<file path="src/rtl/uart_pkg.sv">
// Shared UART definitions: parity modes, receiver/transmitter FSM encoding
// and the parity helper used on both sides of the link.
package uart_pkg;

  localparam logic [1:0] PARITY_NONE = 2'd0;
  localparam logic [1:0] PARITY_EVEN = 2'd1;
  localparam logic [1:0] PARITY_ODD  = 2'd2;

  localparam int MAX_DATA_W = 9;

  typedef logic [2:0] uart_state_t;

  localparam logic [2:0] ST_IDLE   = 3'd0;
  localparam logic [2:0] ST_START  = 3'd1;
  localparam logic [2:0] ST_DATA   = 3'd2;
  localparam logic [2:0] ST_PARITY = 3'd3;
  localparam logic [2:0] ST_STOP   = 3'd4;
  localparam logic [2:0] ST_DONE   = 3'd5;

  // Returns the parity bit a correct frame carries; narrower words are
  // zero-extended, which leaves the XOR reduction unchanged.
  function automatic logic parity_calc(input logic [MAX_DATA_W-1:0] data,
                                       input logic [1:0]            mode);
    case (mode)
      PARITY_EVEN: return ^data;
      PARITY_ODD:  return ~(^data);
      default:     return 1'b0;
    endcase
  endfunction

endpackage

</file>
<file path="src/rtl/uart_bit_timer.sv">
// Bit-period counter: ticks after half a bit period in half mode (start-bit
// centring) and after a full period otherwise; restarts on every tick.
module uart_bit_timer #(
  parameter int CLKS_PER_BIT = 16
) (
  input  logic clk,
  input  logic rst_n,
  input  logic i_clr,
  input  logic i_half,
  output logic o_tick
);

  localparam int CNT_W = $clog2(CLKS_PER_BIT);
  localparam logic [CNT_W-1:0] HALF_LAST = CNT_W'(CLKS_PER_BIT / 2 - 1);
  localparam logic [CNT_W-1:0] FULL_LAST = CNT_W'(CLKS_PER_BIT - 1);

  logic [CNT_W-1:0] r_cnt;
  logic [CNT_W-1:0] w_last;

  assign w_last = i_half ? HALF_LAST : FULL_LAST;
  assign o_tick = !i_clr && (r_cnt == w_last);

  always_ff @(posedge clk) begin
    if (!rst_n || i_clr || o_tick) begin
      r_cnt <= '0;
    end else begin
      r_cnt <= r_cnt + CNT_W'(1);
    end
  end

endmodule

</file>
<file path="src/rtl/uart_rx_cfg.sv">
// Parametrised UART receiver with mid-bit sampling, valid/ready output,
// per-frame parity/framing flags and an overrun pulse.
module uart_rx_cfg
  import uart_pkg::*;
#(
  parameter int DATA_W       = 8,
  parameter int CLKS_PER_BIT = 16,
  parameter int PARITY_MODE  = 1,
  parameter int STOP_BITS    = 1
) (
  input  logic              clk,
  input  logic              rst_n,
  input  logic              rx,
  output logic [DATA_W-1:0] rx_data,
  output logic              rx_valid,
  input  logic              rx_ready,
  output logic              parity_err,
  output logic              frame_err,
  output logic              overrun,
  output logic              busy
);

  localparam logic [3:0] LAST_DATA = 4'(DATA_W - 1);
  localparam logic [3:0] LAST_STOP = 4'(STOP_BITS - 1);
  localparam logic [1:0] MODE      = 2'(PARITY_MODE);

  logic              r_sync1;
  logic              r_sync2;
  uart_state_t       r_state;
  logic [DATA_W-1:0] r_shift;
  logic [3:0]        r_bit_cnt;
  logic              r_par_err;
  logic              r_frm_err;
  logic [DATA_W-1:0] r_data;
  logic              r_valid;
  logic              r_perr;
  logic              r_ferr;
  logic              r_ovr;

  logic w_rxs;
  logic w_tick;
  logic w_clr;
  logic w_half;

  assign w_rxs  = r_sync2;
  assign w_clr  = (r_state == ST_IDLE);
  assign w_half = (r_state == ST_START);

  uart_bit_timer #(
    .CLKS_PER_BIT(CLKS_PER_BIT)
  ) u_timer (
    .clk    (clk),
    .rst_n  (rst_n),
    .i_clr  (w_clr),
    .i_half (w_half),
    .o_tick (w_tick)
  );

  always_ff @(posedge clk) begin
    if (!rst_n) begin
      r_sync1   <= 1'b1;
      r_sync2   <= 1'b1;
      r_state   <= ST_IDLE;
      r_shift   <= '0;
      r_bit_cnt <= '0;
      r_par_err <= 1'b0;
      r_frm_err <= 1'b0;
      r_data    <= '0;
      r_valid   <= 1'b0;
      r_perr    <= 1'b0;
      r_ferr    <= 1'b0;
      r_ovr     <= 1'b0;
    end else begin
      r_sync1 <= rx;
      r_sync2 <= r_sync1;
      r_ovr   <= 1'b0;

      // An accept drops valid unless DONE below reloads it in the same cycle.
      if (r_valid && rx_ready) begin
        r_valid <= 1'b0;
      end

      case (r_state)
        ST_IDLE: begin
          if (!w_rxs) begin
            r_state   <= ST_START;
            r_bit_cnt <= '0;
            r_par_err <= 1'b0;
            r_frm_err <= 1'b0;
          end
        end
        ST_START: begin
          if (w_tick) begin
            r_state <= w_rxs ? ST_IDLE : ST_DATA;
          end
        end
        ST_DATA: begin
          if (w_tick) begin
            r_shift <= {w_rxs, r_shift[DATA_W-1:1]};
            if (r_bit_cnt == LAST_DATA) begin
              r_bit_cnt <= '0;
              r_state   <= (PARITY_MODE != 0) ? ST_PARITY : ST_STOP;
            end else begin
              r_bit_cnt <= r_bit_cnt + 4'd1;
            end
          end
        end
        ST_PARITY: begin
          if (w_tick) begin
            r_par_err <= parity_calc(MAX_DATA_W'(r_shift), MODE) ^ w_rxs;
            r_state   <= ST_STOP;
          end
        end
        ST_STOP: begin
          if (w_tick) begin
            if (!w_rxs) begin
              r_frm_err <= 1'b1;
            end
            if (r_bit_cnt == LAST_STOP) begin
              r_state <= ST_DONE;
            end else begin
              r_bit_cnt <= r_bit_cnt + 4'd1;
            end
          end
        end
        ST_DONE: begin
          r_state <= ST_IDLE;
          if (!r_valid || rx_ready) begin
            r_data  <= r_shift;
            r_perr  <= r_par_err;
            r_ferr  <= r_frm_err;
            r_valid <= 1'b1;
          end else begin
            r_ovr <= 1'b1;
          end
        end
        default: begin
          r_state <= ST_IDLE;
        end
      endcase
    end
  end

  assign rx_data    = r_data;
  assign rx_valid   = r_valid;
  assign parity_err = r_perr;
  assign frame_err  = r_ferr;
  assign overrun    = r_ovr;
  assign busy       = (r_state != ST_IDLE);

endmodule
</file>
<file path="config.mk">
export PLATFORM = sky130hd
export DESIGN_NAME = uart_rx_cfg
export DESIGN_NICKNAME = d
export VERILOG_FILES = /design/src/rtl/uart_pkg.sv /design/src/rtl/uart_bit_timer.sv /design/src/rtl/uart_rx_cfg.sv
export SDC_FILE = /design/constraint.sdc
export NUM_CORES = 1
export LEC_CHECK = 0
export BUFFER_PORTS_ARGS = -buffer_cell sky130_fd_sc_hd__clkbuf_2
export CORE_MARGIN = 3
export CORE_UTILIZATION = 40
export DETAILED_ROUTE_END_ITERATION = 8
export REMOVE_ABC_BUFFERS = 1
export SYNTH_ARGS = -nofsm -noshare
export SYNTH_HDL_FRONTEND = slang
export SYNTH_HIERARCHICAL = 1
export SYNTH_SLANG_ARGS = --single-unit
</file>
<file path="constraint.sdc">
create_clock -name clk -period 3.1 [get_ports clk]
set_input_delay 0.62 -clock clk [delete_from_list [all_inputs] [get_ports clk]]
set_output_delay 0.62 -clock clk [all_outputs]
set_load 0.01 [all_outputs]
</file>
==> results.toml, run 1 <==
[run_status]
status = "finished, final reports clean"

[place]
port_buffers = 16
dp_hpwl_um = 1920
routabilityCongestion = 0.747
dp_cells = 225

[grt]
grt_max_degree = 29
grt_first_pass_wirelength_um = 4970
track_usage_pct = 12.8
first_global_vias = 1083
grt_overflow = 0
antenna_found_initial = 0

[logic_synthesis]
yosysWarnings = 6
netlist_area_um2 = 1610
synthCells = 165
ys_types = 42
synth.avg_cell_area_um2 = 9.77
ys_seq_elements = 35
ys_seq_area_share_pct = 43.5

[setup_path]
reg2reg_depth = 8
path_buf_inv = 0
r2r_end = "r_bit_cnt[1]"
r2r_start = "r_state[1]"
arrival_ps = 2640
crit_chain = "nor3b_1 -> xor2_1 -> nand3_1 -> nor2_1 -> and4bb_2 -> a211oi_4 -> or4b_1 -> a21oi_1"
end_kind = "flip-flop"
rrSetupSlack_ps = 670
critPathSlowestCell = "or4b_1"
cp-start-kind = "flip-flop"
cp_max_fo = 14
cp_data_required_time_ps = 3310
path_delay_family = "simple AND/OR/NAND/NOR gates"
cpPeakStageDelay_ps = 480
cp.depth = 8
critical_path_class = "flip-flop to flip-flop"

[cts]
post_cts_resized = 0
clk_latency_ps = 280
cts_setup_buffers = 0
cts_htree_levels = 2
cts_buffer_depth = 2
clkSinkCount = 35
tritoncts = "yes"
cts_hold_buf = 0
cts_buffers = 5
cts.clk_slew.worst_paths_ps = 70
cts_root_buffer = "clkbuf_8"

[floorplanning]
die_width_um = 69.5
core-area_um2 = 3770
die_h_um = 69.5
rows = 22
dieArea_um2 = 4830
io_pins = 17
initial_core_util_pct = 42.7

[sta]
period_needed_ps = 2430
clock.fmax_ghz = 0.411
finalSetupViolCount = 0
tightestPinTransition_ps = 482
post-route-period-util_pct = 78.5
rsz0062_at_grt = "false"
max_slew_margin_pct = 67.8
fin_skew_ps = 2.97
setup_tns_ps = 0
slew_violations = 0
hold_viol = 0
hold_slack_ps = 410

[finish]
final_util_pct = 48.5
diodes = 0
drive_gt1_share_pct = 18.9
syn_to_final_growth_pct = 13.6
final_cells = 233
nNetsFinal = 191
final_common_cell = "dfxtp_1"
layout_common_cells = "dfxtp_1, nor2_1, mux2i_1"

[routing]
drc = 0
drt-wirelength-per-cell_um = 11.7
vias = 1142
ant_nets = 0
first_iter_violations = 42
drt_pass1_iterations = 4
vias_per_cell = 4.90
wl_um = 2720

[worst_hold_path]
whs_endpoint = "r_sync2"
hold_path_class = "flip-flop to flip-flop"
hp-start = "r_sync1"
hold_depth = 1

[power]
vdd_drop_max_v = 0.000323
p_leak_nw = 0.709
power.density_nw_per_um2 = 461

[flow_run]
maxCapViolations = 0
-- power by group --
group          internal (mW)  switching (mW)  leakage, nW
Clock                  0.202           0.159       0.0505
Sequential             0.452         0.00180        0.282
Combinational         0.0111          0.0172        0.376
-- area by class of cell --
cell class / count / area (µm²)
clock buffers: 7 / 96.3
clock inverters: 1 / 7.51
fillers: 375 / 1940
inverters: 7 / 26.3
multi-input cells: 116 / 837
flip-flops and latches: 35 / 701
well taps: 48 / 60.1
repair buffers: 19 / 103
-- kinds of logic after synthesis --
group           Yosys count  share of synthesized area (%)
fa+ha+maj                 3                           2.33
buf+inv                  14                           4.58
xor+xnor                  9                           5.74
compound gates           18                           7.92
mux                      19                           11.8
simple gates             67                           24.1
flops                    35                           43.5
-- flip-flops by register name (all words and copies together), names as in the netlist --
signal,cells
rx_data,8
r_sync2,1
r_sync1,1
r_state,3
r_frm_err,1
rx_valid,1
frame_err,1
u_timer/r_cnt,4
overrun,1
r_par_err,1
parity_err,1
r_bit_cnt,4
r_shift,8
-- cell usage after synthesis, drive strengths merged --
cell type / instances / area (µm²)
a31oi: 1 / 6.26
clkbuf: 3 / 11.3
nand2b: 5 / 31.3
and4bb: 2 / 25.0
or2: 1 / 6.26
a211oi: 2 / 27.5
or3: 1 / 6.26
nor2: 29 / 109
and4b: 1 / 11.3
mux2i: 19 / 190
dfxtp: 35 / 701
a311o: 1 / 11.3
or3b: 1 / 8.76
nand3: 4 / 20.0
a221o: 1 / 10.0
nor3: 4 / 20.0
buf: 3 / 27.5
nor2b: 1 / 6.26
and3b: 1 / 10.0
nand3b: 1 / 7.51
xnor3: 1 / 22.5
o21ai: 3 / 18.8
nand4b: 1 / 8.76
dlygate4sd1: 1 / 8.76
or4b: 2 / 20.0
nor3b: 2 / 15.0
xor2: 4 / 35.0
or2b: 1 / 7.51
nand4bb: 2 / 22.5
a211o: 1 / 8.76
ha: 3 / 37.5
nand2: 6 / 22.5
a21oi: 9 / 45.0
xnor2: 4 / 35.0
inv: 7 / 26.3
nor4: 1 / 21.3
nor4bb: 1 / 10.0
-- per-layer routing --
layer,wire length (µm),track usage [%]
met1,1370,16.2
met2,1220,18.5
met5,0,0
met3,105,5.65
met4,24,5.86
-- metrics by stage --
step	worst slack, ps	instance area, µm²	power, mW
2_1_floorplan	506	1560	0.483
3_3_place_gp	779	1730	0.492
3_5_place_dp	684	1730	0.493
4_1_cts	667	1830	0.855
5_1_grt	410	1830	0.879
6_report	668	1830	0.843
-- worst max path at each step --
stage / startpoint / endpoint / slack [ps]
after floorplan: r_state[0] / r_bit_cnt[1] / 510
after global placement: r_state[1] / r_bit_cnt[1] / 780
after detailed placement: r_state[1] / r_bit_cnt[1] / 680
after CTS: r_state[1] / r_bit_cnt[1] / 670
after global routing: r_state[1] / r_bit_cnt[1] / 410
final: r_state[1] / r_bit_cnt[1] / 670
Power figures use the tool's default switching activity.
==> run 2, diff against run 1 <==
--- a/config.mk
+++ b/config.mk
@@ -5,6 +5,7 @@
 export SDC_FILE = /design/constraint.sdc
 export NUM_CORES = 1
 export LEC_CHECK = 0
+export ABC_AREA = 1
 export BUFFER_PORTS_ARGS = -buffer_cell sky130_fd_sc_hd__clkbuf_2
 export CORE_MARGIN = 3
 export CORE_UTILIZATION = 40
==> constraint.sdc (replaced) <==
create_clock -name clk -period 2.3 [get_ports clk]
set_input_delay 0.46 -clock clk [delete_from_list [all_inputs] [get_ports clk]]
set_output_delay 0.46 -clock clk [all_outputs]
set_load 0.01 [all_outputs]
==> results.toml, run 2 <==
[run_status]
status = "finished, final reports clean"

[finish]
layout_common_cells = "nand2_1, dfxtp_1, inv_1"
syn_to_final_growth_pct = 11.9
diodes = 0
final_area_um2 = 1870
nNetsFinal = 256
drive_gt1_share_pct = 20.1
final_common_cell = "nand2_1"

[logic_synthesis]
netlist_top_cells_area = "dfxtp_1, nand2_1, o21ai_0"
synthFlopType = "dfxtp_1"
ys_seq_area_share_pct = 41.9
async_flop_share_pct = 0
synth_most_common_cell = "nand2_1"
netlist_top_cells_count = "nand2_1, dfxtp_1, inv_1, nor2_1, o21ai_0"
synthCells = 230
ys_types = 29
yosysWarnings = 6
synth.avg_cell_area_um2 = 7.28
ys_seq_elements = 35
synth.top_cell.area_share_pct = 41.9
synth_top_cell_by_area = "dfxtp_1"
synth_edf_count = 0
netlist_area_um2 = 1670

[setup_path]
end_kind = "flip-flop"
path_buf_inv = 4
cp.depth = 11
crit_chain = "inv_1 -> nand2_1 -> inv_1 -> inv_1 -> nand2_1 -> nand2_1 -> nand2_1 -> inv_1 -> nand2_1 -> o21ai_0 -> a21oi_1"
cp_max_fo = 13
critPathSlowestCell = "dfxtp_1"
reg2reg_depth = 11
path_delay_family = "simple AND/OR/NAND/NOR gates"
cpPeakStageDelay_ps = 470
cp_data_required_time_ps = 2460
startpoint = "r_state[2]"
worst_path_most_repeated_cell = "nand2_1"
r2r_start = "r_state[2]"
cp-start-kind = "flip-flop"
critical_path_class = "flip-flop to flip-flop"
arrival_ps = 1980

[cts]
cts_hold_buf = 0
cts_buffer_depth = 2
cts_buffers = 5
clkSinkCount = 35
tritoncts = "yes"
cts_setup_buffers = 0
cts_root_buffer = "clkbuf_8"
cts.clk_slew.worst_paths_ps = 70
clk_latency_ps = 280
post_cts_resized = 0
cts_htree_levels = 2

[worst_hold_path]
hold_path_class = "input pin to flip-flop"
hold_depth = 2
hp-start = "rx"

[sta]
fin_skew_ps = 5.06
finalSetupViolCount = 0
rsz0062_at_grt = "false"
slew_violations = 0
tightestPinTransition_ps = 367
max_slew_margin_pct = 75.4
post-route-period-util_pct = 79.1
hold_viol = 0
clock.fmax_ghz = 0.550
period_needed_ps = 1820
setup_tns_ps = 0

[routing]
vias = 1384
ant_nets = 0
drc = 0
wl_um = 3180
first_iter_violations = 70
drt-wirelength-per-cell_um = 10.7
vias_per_cell = 4.66
drt_pass1_iterations = 4

[place]
routabilityCongestion = 0.782
port_buffers = 16
dp_hpwl_um = 2340
dpl-instance-area_um2 = 1790

[floorplanning]
rows = 22
dieArea_um2 = 5000
io_pins = 17
core-area_um2 = 3850
die_h_um = 70.7
die_width_um = 70.7
initial_core_util_pct = 43.4

[grt]
grt_max_degree = 17
track_usage_pct = 13.9
grt_first_pass_wirelength_um = 5690
antenna_found_initial = 0
grt_overflow = 0
first_global_vias = 1303

[power]
vdd_drop_max_v = 0.000565
p_leak_nw = 0.860
clock_power_share_pct = 22.8
seqPwrFrac_pct = 39.2
internal_power_mw = 1.17
p_comb_share_pct = 38.1
power.density_nw_per_um2 = 1030
netSwitchingFraction_pct = 39.4
p_switching_mw = 0.761

[flow_run]
maxCapViolations = 0
## run 2: power groups by stage
stage,clock [mW],combinational (mW),sequential [mW]
after detailed placement,0,0.741,0.769
after global routing,0.488,0.847,0.770
final,0.440,0.736,0.757
after floorplan,0,0.573,0.769
after CTS,0.456,0.745,0.757
after global placement,0,0.742,0.770
## run 2: final timing paths
path | end | slack [ps]
setup reg to reg | r_shift[5] | 480
setup / recovery | r_shift[5] | 480
hold / removal | r_sync1 | 380
hold reg to reg | r_sync2 | 410
## run 2: cell type report
cell class,count,area (µm²)
Fill cell,424,1980
Tap cell,48,60.1
Sequential cell,35,701
Clock buffer,6,82.6
Inverter,32,123
Multi-Input combinational cell,158,815
Timing Repair Buffer,17,87.6
Clock inverter,1,5.00
## run 2: through the flow
stage	setup WS [ps]	power (mW)	util, %	cells	hold WS [ps]
2_1_floorplan	716	1.34	-	225	393
3_3_place_gp	474	1.51	46.3	290	397
3_5_place_dp	499	1.51	46.3	290	398
4_1_cts	477	1.96	48.6	297	370
5_1_grt	157	2.10	48.6	297	388
6_report	481	1.93	48.6	297	377
## run 2: kinds of logic after synthesis
logic type / after synthesis / share of synthesized area [%]
AND/OR/NAND/NOR: 99 / 26.3
flip-flops: 35 / 41.9
adder cells (fa/ha/maj): 3 / 2.24
XOR/XNOR: 6 / 3.14
buffers and inverters: 37 / 9.49
AO/OA/AOI/OAI: 50 / 17.0
## run 2: layer usage
metal  GRT usage (%)  part of all wire, %
met4            3.76                 0.69
met5               0                    0
met1            17.4                   48
met3            4.12                  3.3
met2            23.3                   48
## run 2: worst reg2reg max path: stages, from the launching register on
cell and delay [ps]:
dfxtp_1 470, inv_1 100, nand2_1 90, inv_1 50, inv_1 40, nand2_1 40, nand2_1 80, nand2_1 70
inv_1 170, nand2_1 270, o21ai_0 250, a21oi_1 60
